**src/rtl/prog_loader_uart_pkg.sv**
```systemverilog
// Shared constants, state encodings and baud divisor helper for the UART program loader.
// Optional checksum stage is enabled by defining PROG_LOADER_CHKSUM_EN.
package prog_loader_uart_pkg;

  localparam logic [7:0] SYNC_BYTE  = 8'hA5;
  localparam int         OVERSAMPLE = 16;

  typedef enum logic [2:0] {
    ST_IDLE,
    ST_LEN,
    ST_DATA,
    ST_CHK,
    ST_RUN
  } load_state_t;

  typedef enum logic [2:0] {
    RX_IDLE,
    RX_START,
    RX_DATA,
    RX_STOP,
    RX_DONE
  } rx_state_t;

  // Rounded clocks per oversampling tick, never below one.
  function automatic int baud_divisor(input int clk_hz, input int baud);
    int d;
    d = (clk_hz + (baud * OVERSAMPLE) / 2) / (baud * OVERSAMPLE);
    return (d < 1) ? 1 : d;
  endfunction

endpackage

```
**src/rtl/prog_loader_uart_rx_byte.sv**
```systemverilog
// 8N1 UART byte receiver with 16x oversampling, glitch-rejected start bit and framing-error report.
// Part of the prog_loader_uart slice (optional macro PROG_LOADER_CHKSUM_EN does not affect this file).
module uart_rx_byte
  import prog_loader_uart_pkg::*;
#(
  parameter int CLK_HZ = 50000000,
  parameter int BAUD   = 115200
) (
  input  logic       clk,
  input  logic       rst_n,
  input  logic       uart_rx,
  output logic [7:0] rx_data,
  output logic       rx_valid,
  output logic       ferr
);

  localparam int          DIV      = baud_divisor(CLK_HZ, BAUD);
  localparam logic [15:0] DIV_LAST = 16'(DIV - 1);

  logic        rx_meta;
  logic        rx_sync;
  logic        rx_prev;
  logic [15:0] div_cnt;
  logic        tick;
  logic [3:0]  os_cnt;
  logic [2:0]  bit_idx;
  logic [7:0]  shreg;
  logic        stop_ok;
  rx_state_t   rx_state;

  always_ff @(posedge clk or negedge rst_n) begin
    if (!rst_n) begin
      rx_meta <= 1'b1;
      rx_sync <= 1'b1;
      rx_prev <= 1'b1;
    end else begin
      rx_meta <= uart_rx;
      rx_sync <= rx_meta;
      rx_prev <= rx_sync;
    end
  end

  // Divider restarts on every start edge so ticks are phase-aligned to the frame.
  always_ff @(posedge clk or negedge rst_n) begin
    if (!rst_n) begin
      div_cnt <= '0;
    end else if (rx_state == RX_IDLE || div_cnt == DIV_LAST) begin
      div_cnt <= '0;
    end else begin
      div_cnt <= div_cnt + 16'd1;
    end
  end

  assign tick = (rx_state != RX_IDLE) && (div_cnt == DIV_LAST);

  always_ff @(posedge clk or negedge rst_n) begin
    if (!rst_n) begin
      rx_state <= RX_IDLE;
      os_cnt   <= '0;
      bit_idx  <= '0;
      shreg    <= '0;
      stop_ok  <= 1'b0;
      rx_data  <= '0;
      rx_valid <= 1'b0;
      ferr     <= 1'b0;
    end else begin
      rx_valid <= 1'b0;
      ferr     <= 1'b0;
      case (rx_state)
        RX_IDLE: begin
          if (rx_prev && !rx_sync) begin
            rx_state <= RX_START;
            os_cnt   <= '0;
          end
        end
        RX_START: begin
          if (tick) begin
            if (os_cnt == 4'd7) begin
              if (rx_sync) begin
                rx_state <= RX_IDLE;
              end else begin
                rx_state <= RX_DATA;
                os_cnt   <= '0;
                bit_idx  <= '0;
              end
            end else begin
              os_cnt <= os_cnt + 4'd1;
            end
          end
        end
        RX_DATA: begin
          if (tick) begin
            if (os_cnt == 4'd15) begin
              shreg  <= {rx_sync, shreg[7:1]};
              os_cnt <= '0;
              if (bit_idx == 3'd7) begin
                rx_state <= RX_STOP;
              end else begin
                bit_idx <= bit_idx + 3'd1;
              end
            end else begin
              os_cnt <= os_cnt + 4'd1;
            end
          end
        end
        RX_STOP: begin
          if (tick) begin
            if (os_cnt == 4'd15) begin
              stop_ok  <= rx_sync;
              rx_state <= RX_DONE;
            end else begin
              os_cnt <= os_cnt + 4'd1;
            end
          end
        end
        RX_DONE: begin
          rx_valid <= stop_ok;
          ferr     <= !stop_ok;
          if (stop_ok) begin
            rx_data <= shreg;
          end
          rx_state <= RX_IDLE;
        end
        default: rx_state <= RX_IDLE;
      endcase
    end
  end

endmodule

```
**src/rtl/prog_loader_uart.sv**
```systemverilog
// Frame FSM that writes a UART-delivered program image into BRAM port B and gates cpu_run.
// Define PROG_LOADER_CHKSUM_EN to require and verify a trailing checksum byte.
module prog_loader_uart
  import prog_loader_uart_pkg::*;
#(
  parameter int CLK_HZ = 50000000,
  parameter int BAUD   = 115200,
  parameter int ADDR_W = 11
) (
  input  logic              clk,
  input  logic              rst_n,
  input  logic              uart_rx,
  output logic [ADDR_W-1:0] ram_addr,
  output logic [7:0]        ram_data,
  output logic              ram_we,
  output logic              cpu_run,
  output logic              load_busy,
  output logic              load_err,
  output logic [7:0]        byte_cnt
);

  logic [7:0]  rx_data;
  logic        rx_valid;
  logic        ferr;
  logic [7:0]  len_reg;
  load_state_t state;
`ifdef PROG_LOADER_CHKSUM_EN
  logic [7:0]  checksum;
`endif

  uart_rx_byte #(
    .CLK_HZ (CLK_HZ),
    .BAUD   (BAUD)
  ) u_rx (
    .clk      (clk),
    .rst_n    (rst_n),
    .uart_rx  (uart_rx),
    .rx_data  (rx_data),
    .rx_valid (rx_valid),
    .ferr     (ferr)
  );

  // A length of zero means 256: the wrap of byte_cnt+1 back to zero ends the frame.
  always_ff @(posedge clk or negedge rst_n) begin
    if (!rst_n) begin
      state     <= ST_IDLE;
      len_reg   <= '0;
      ram_addr  <= '0;
      ram_data  <= '0;
      ram_we    <= 1'b0;
      cpu_run   <= 1'b0;
      load_busy <= 1'b0;
      load_err  <= 1'b0;
      byte_cnt  <= '0;
`ifdef PROG_LOADER_CHKSUM_EN
      checksum  <= '0;
`endif
    end else begin
      ram_we <= 1'b0;
      case (state)
        ST_IDLE, ST_RUN: begin
          if (rx_valid && rx_data == SYNC_BYTE) begin
            load_err  <= 1'b0;
            byte_cnt  <= '0;
            cpu_run   <= 1'b0;
            load_busy <= 1'b1;
            state     <= ST_LEN;
`ifdef PROG_LOADER_CHKSUM_EN
            checksum  <= '0;
`endif
          end else if (state == ST_RUN) begin
            cpu_run <= 1'b1;
          end
        end
        ST_LEN: begin
          if (ferr) begin
            load_err  <= 1'b1;
            load_busy <= 1'b0;
            state     <= ST_IDLE;
          end else if (rx_valid) begin
            len_reg <= rx_data;
            state   <= ST_DATA;
          end
        end
        ST_DATA: begin
          if (ferr) begin
            load_err  <= 1'b1;
            load_busy <= 1'b0;
            state     <= ST_IDLE;
          end else if (rx_valid) begin
            ram_addr <= ADDR_W'(byte_cnt);
            ram_data <= rx_data;
            ram_we   <= 1'b1;
            byte_cnt <= byte_cnt + 8'd1;
`ifdef PROG_LOADER_CHKSUM_EN
            checksum <= checksum + rx_data;
            if ((byte_cnt + 8'd1) == len_reg) begin
              state <= ST_CHK;
            end
`else
            if ((byte_cnt + 8'd1) == len_reg) begin
              load_busy <= 1'b0;
              state     <= ST_RUN;
            end
`endif
          end
        end
`ifdef PROG_LOADER_CHKSUM_EN
        ST_CHK: begin
          if (ferr) begin
            load_err  <= 1'b1;
            load_busy <= 1'b0;
            state     <= ST_IDLE;
          end else if (rx_valid) begin
            load_busy <= 1'b0;
            if (rx_data == checksum) begin
              cpu_run <= 1'b1;
              state   <= ST_RUN;
            end else begin
              load_err <= 1'b1;
              state    <= ST_IDLE;
            end
          end
        end
`endif
        default: begin
          load_busy <= 1'b0;
          state     <= ST_IDLE;
        end
      endcase
    end
  end

endmodule

```
**config.mk**
```make
export PLATFORM = sky130hd
export DESIGN_NAME = prog_loader_uart
export DESIGN_NICKNAME = d
export VERILOG_FILES = /design/src/rtl/prog_loader_uart_pkg.sv /design/src/rtl/prog_loader_uart_rx_byte.sv /design/src/rtl/prog_loader_uart.sv
export SDC_FILE = /design/constraint.sdc
export NUM_CORES = 1
export LEC_CHECK = 0
export ABC_AREA = 1
export CORE_AREA = 2 2 102 104
export CTS_CLUSTER_DIAMETER = 30
export DETAILED_ROUTE_END_ITERATION = 10
export DIE_AREA = 0 0 104 106
export GPL_TIMING_DRIVEN = 0
export PLACE_DENSITY = 0.67
export SYNTH_ARGS = -nofsm -noshare
export SYNTH_HDL_FRONTEND = slang
export SYNTH_HIERARCHICAL = 1
export SYNTH_SLANG_ARGS = --single-unit
```
**constraint.sdc**
```tcl
create_clock -name clk -period 2.41 [get_ports clk]
set_clock_uncertainty 0.2 [all_clocks]
set_input_delay 0.6025 -clock clk [delete_from_list [all_inputs] [get_ports clk]]
set_output_delay 0.6025 -clock clk [all_outputs]
set_load 0.02 [all_outputs]
```
Word level (Yosys, flattened, before mapping)
Cells that the tools add are included.
{ "totals": {"input_bits": 3, "ff_bits": 87, "output_inout_bits": 31, "word_cells": 142} }
{ "op_classes": {"reduce_logical": 29, "add_sub_neg": 4, "n_eq_ne": 33, "n_bitwise": 1, "n_mux": 54} }
{ "ops": {"columns": ["operator", "count"], "rows": [
  ["$mux 3", 20],
  ["$mux 4", 8],
  ["$mux 8", 3],
  ["$ne 2x1->1 const B", 10],
  ["$add 16x1->16 const B", 1],
  ["$eq 16x5->1 const B", 1],
  ["$mux 16", 1],
  ["$pmux 4 s4", 1],
  ["$pmux 8 s2", 1],
  ["$reduce_and 3->1", 5],
  ["$mux 1", 14],
  ["$reduce_and 7->1", 2],
  ["$ne 2x2->1 const B", 6],
  ["$pmux 3 s4", 1],
  ["$reduce_and 4->1", 3],
  ["$eq 3x2->1 const B", 3],
  ["$eq 3x3->1 const B", 3],
  ["$pmux 3 s3", 1],
  ["$add 8x1->8 const B", 1],
  ["$eq 8x8->1", 1],
  ["$eq 8x8->1 const B", 1],
  ["$reduce_and 8->1", 1],
  ["$reduce_bool 2->1", 4],
  ["$eq 3x1->1 const B", 2],
  ["other kinds (20)", 27]
]} }

Longest topological paths before layout
Gate-level depths: netlist (run 1).
{ "logic_depth": {"depth_word": 6, "mapped_depth": 13} }

By module
The synthesis (run 1) kept the hierarchy.
{ "modules_own_cells": {"columns": ["mod", "seq_area_each_um2", "n_inst", "cells_per_inst", "area_each_um2"], "rows": [
  ["uart_rx_byte", 1204.9, 1, 288, 2442.3],
  ["prog_loader_uart", 975.9, 1, 239, 1915.6]
]} }

Least setup slack after synthesis (run 1)
OpenSTA, ideal clock, no wires.
{ "synth_path": {"kind": "register to register", "startpoint": "register byte_cnt[0]", "endpoint": "register load_busy", "path_slack_ps": 542, "arrival_ps": 1550, "period_less_slack_ps": 1868, "path_stages_with_launch": 13, "n_path_buf": 0, "cell_sequence": "dfrtp_1 -> ha_1 -> nand2_1 -> nor2_2 -> nand2_1 -> nand3_1 -> nand3_1 -> nor2_2 -> nand3_2 -> nand2_2 -> nand2_1 -> nand2_1 -> nand2_1"} }
{ "synth_between": {"elab_chain_cells": 4} }
{ "synth_rtl": {"columns": ["element", "line", "text"], "rows": [
  ["start, declared", "prog_loader_uart.sv:19", "output logic [7:0] byte_cnt"],
  ["start signal, assigned", "prog_loader_uart.sv:94", "byte_cnt <= byte_cnt + 8'd1;"],
  ["$add 8x1->8", "prog_loader_uart.sv:101", "if ((byte_cnt + 8'd1) == len_reg) begin"],
  ["$eq 8x8->1", "prog_loader_uart.sv:101", null],
  ["$ne 3x2->1 (no line)", null, null],
  ["$reduce_and 4->1 (no line)", null, null],
  ["end signal, assigned", "prog_loader_uart.sv:88", "load_busy <= 1'b0;"],
  ["end signal, assigned", "prog_loader_uart.sv:102", "load_busy <= 1'b0;"],
  ["end signal, assigned", "prog_loader_uart.sv:127", "load_busy <= 1'b0;"],
  ["end, declared", "prog_loader_uart.sv:17", "output logic load_busy,"]
]} }
Every way passes these cells.
A chain may end at the register's enable or synchronous reset.

Final worst setup path (run 1)
{ "layout_path": {"startpoint": "register byte_cnt[0]", "endpoint": "output byte_cnt[0]"} }
No word-level cell between the ends.

==> impl_metrics.ini, run 1 <==
[status]
status = completed

[synth]
ys_warn_count = 6
synth.yosys.seq_area_share = 0.500
synth.cell_area_mm2 = 0.00436
synth.top_cells.by_area = dfrtp_1 (48%), nand2_1 (12%), inv_1 (5.7%)
syn_inst = 527
async_flop_share = 1.00
ys_types = 36
syn_area_per_cell_um2 = 8.27
yosysTopAreaCellShare = 0.482
synth_top_area_cell = dfrtp_1
synth_ff_type = dfrtp_1
synth_edf_count = 0
ys_seq_elements = 87

[clock_tree]
cts_sinks = 87
cts_max_path_buffers = 2
cts-resized-gates = 0
hold_buffers = 0
cts_tree = yes
clock_latency_ns = 0.35
post_cts_buffers = 0
h-tree-depth = 3
cts_buffers = 9
root_buffer = clkbuf_8
clk_pin_slew_ns = 0.10

[grt]
grt_overflow = 0
grt_pass1_vias = 3359
grt_start_max_net_pins = 48
grt_first_pass_wirelength_mm = 15.6
grt_usage = 0.174
antenna_found_initial = 0

[cells_and_area]
layout_commonest_cell = nand2_1
synthToLayoutAreaGrowth_pct = 16.2
layout-drive-gt1-share = 0.149
antenna_cells = 0
fillCellCount = 968
design_area_mm2 = 0.00506
regMostFlops = u_rx/div_cnt
final_cell_mix = nand2_1 (140), dfrtp_1 (84), inv_1 (66)
largest_register_ffs = 16
fin_cells = 712
final_util = 0.506
multi_input_area_mm2 = 0.00183
final_nets = 580
seq_area_mm2 = 0.00218

[critical_path]
slowest_delay_ns = 0.66
reg2reg_from = byte_cnt[0]
critPathLaunchType = register
worst-path-buf-inv = 1
reg2regPathDepth = 12
startpoint = byte_cnt[0]
crit_family = buffers and inverters
crit_chain = clkdlybuf4s50_1
cp_max_fo = 6
critPathArrivalTime_ns = 1.54
crit_required_ns = 1.61
path_class = reg2out
crit_path_end_kind = output port
slowest_stage = clkdlybuf4s50_1
r2r-end = load_busy
rrSetupSlack_ns = 0.37

[timing]
final_max_slew_viol_count = 0
grt_setup_unrepaired = false
setup_violations = 0
fin_crit_sh = 0.970
hold_violations = 0
finalCriticalPeriod_ns = 2.34
maxSlewHeadroom = 0.628
worst_pin_slew_ns = 0.558
fmax_mhz = 428

[placed_design]
placed_area_mm2 = 0.00486
gp_congestion = 0.852
dpl.hpwl_mm = 6.68
port-buffer-count = 30
placedCellCount = 696

[flow_run]
max_cap_violations = 0

[detailed_routing]
wirelength_mm = 8.95
viasPerCell = 4.93
ant_nets = 0
drcViolationCount = 0
vias = 3512
drt-wirelength-per-cell_um = 12.6
drtIter0Drc = 201
dr.pass1.iters = 4

[floorplan]
pin_count = 34
die_area_mm2 = 0.0110
die_x_um = 104
die_y_um = 106
core_mm2 = 0.0100
start_util = 0.436
rows = 37

[pwr]
p_leak_nw = 2.38
power_density_mw_per_mm2 = 655
peakVddDrop_mv = 0.383

[hold_path]
hp-class = in2async
[report_power, final]
group	leakage (nW)	internal, mW	switching, mW
clock	0.105	0.494	0.558
combinational	1.08	0.221	0.446
sequential	1.20	1.52	0.0763
total	2.38	2.23	1.08
[cell usage after synthesis (3+ instances only)]
cell type and number:
o22ai_1 4, inv_1 66, inv_2 7, nor2_1 33
nor3_1 6, o21ai_1 18, nor2_2 14, ha_1 6
nor2_4 6, nand2_4 3, dfrtp_1 84, dfstp_2 3
nand2_2 10, a21oi_1 10, nand3_2 4, o21ai_0 28
o21ai_2 8, nand4_1 10, a31oi_1 3, buf_4 4
o21bai_1 3, buf_6 3, nand3_1 39, nand2_1 140
[metrics by stage]
step	hold WS (ns)	TNS, ns	worst slack [ns]	total power, mW
detailed placement	0.149	0	0.388	2.29
CTS	0.0263	0	0.0408	3.36
global route	0.0434	0	0.0114	3.52
finish	0.0165	0	0.0724	3.32
global placement	0.146	-226.71	-2.65	2.26
floorplan	0.107	0	0.542	2.13
[cell families after synthesis]
kind of cell	after synthesis	synth area share
compound gates	78	0.106
xor+xnor	2	0.00402
fa+ha+maj	6	0.0172
buf+inv	83	0.0807
flops	87	0.500
other cells	1	0.000861
simple gates	270	0.291
[final cells by class]
| type | count | share of cell area |
|---|---|---|
| inverters | 73 | 0.0541 |
| flip-flops and latches | 87 | 0.431 |
| clock inverters | 7 | 0.0156 |
| well taps | 136 | 0.0336 |
| plain buffers | 10 | 0.0153 |
| repair buffers | 31 | 0.0642 |
| multi-input cells | 359 | 0.362 |
| clock buffers | 9 | 0.0245 |
[worst max path at each step]
stage | end | cells after the start
floorplan | load_busy | 12
global placement | u_rx/rx_state[0] | 1
detailed placement | load_busy | 12
CTS | byte_cnt[0] | 1
global route | byte_cnt[0] | 1
finish | byte_cnt[0] | 1
[per-layer routing]
| layer | wire length, um | global-route usage | share of wire | vias up |
|---|---|---|---|---|
| met4 | 191 | 0.0811 | 0.021 | 0 |
| met2 | 4440 | 0.289 | 0.50 | 70 |
| met5 | 0 | 0 | 0 | - |
| met3 | 336 | 0.0386 | 0.038 | 16 |
| met1 | 3980 | 0.216 | 0.44 | 1648 |
| li1 | - | - | - | 1778 |
Note: power is estimated with default switching activity, not from simulation.
==> run 2, diff against run 1 <==
GPL_ROUTABILITY_DRIVEN = 0   (was not set)
==> results of run 2 <==
The final DEF is identical to that of run 1; final timing and power are the same.
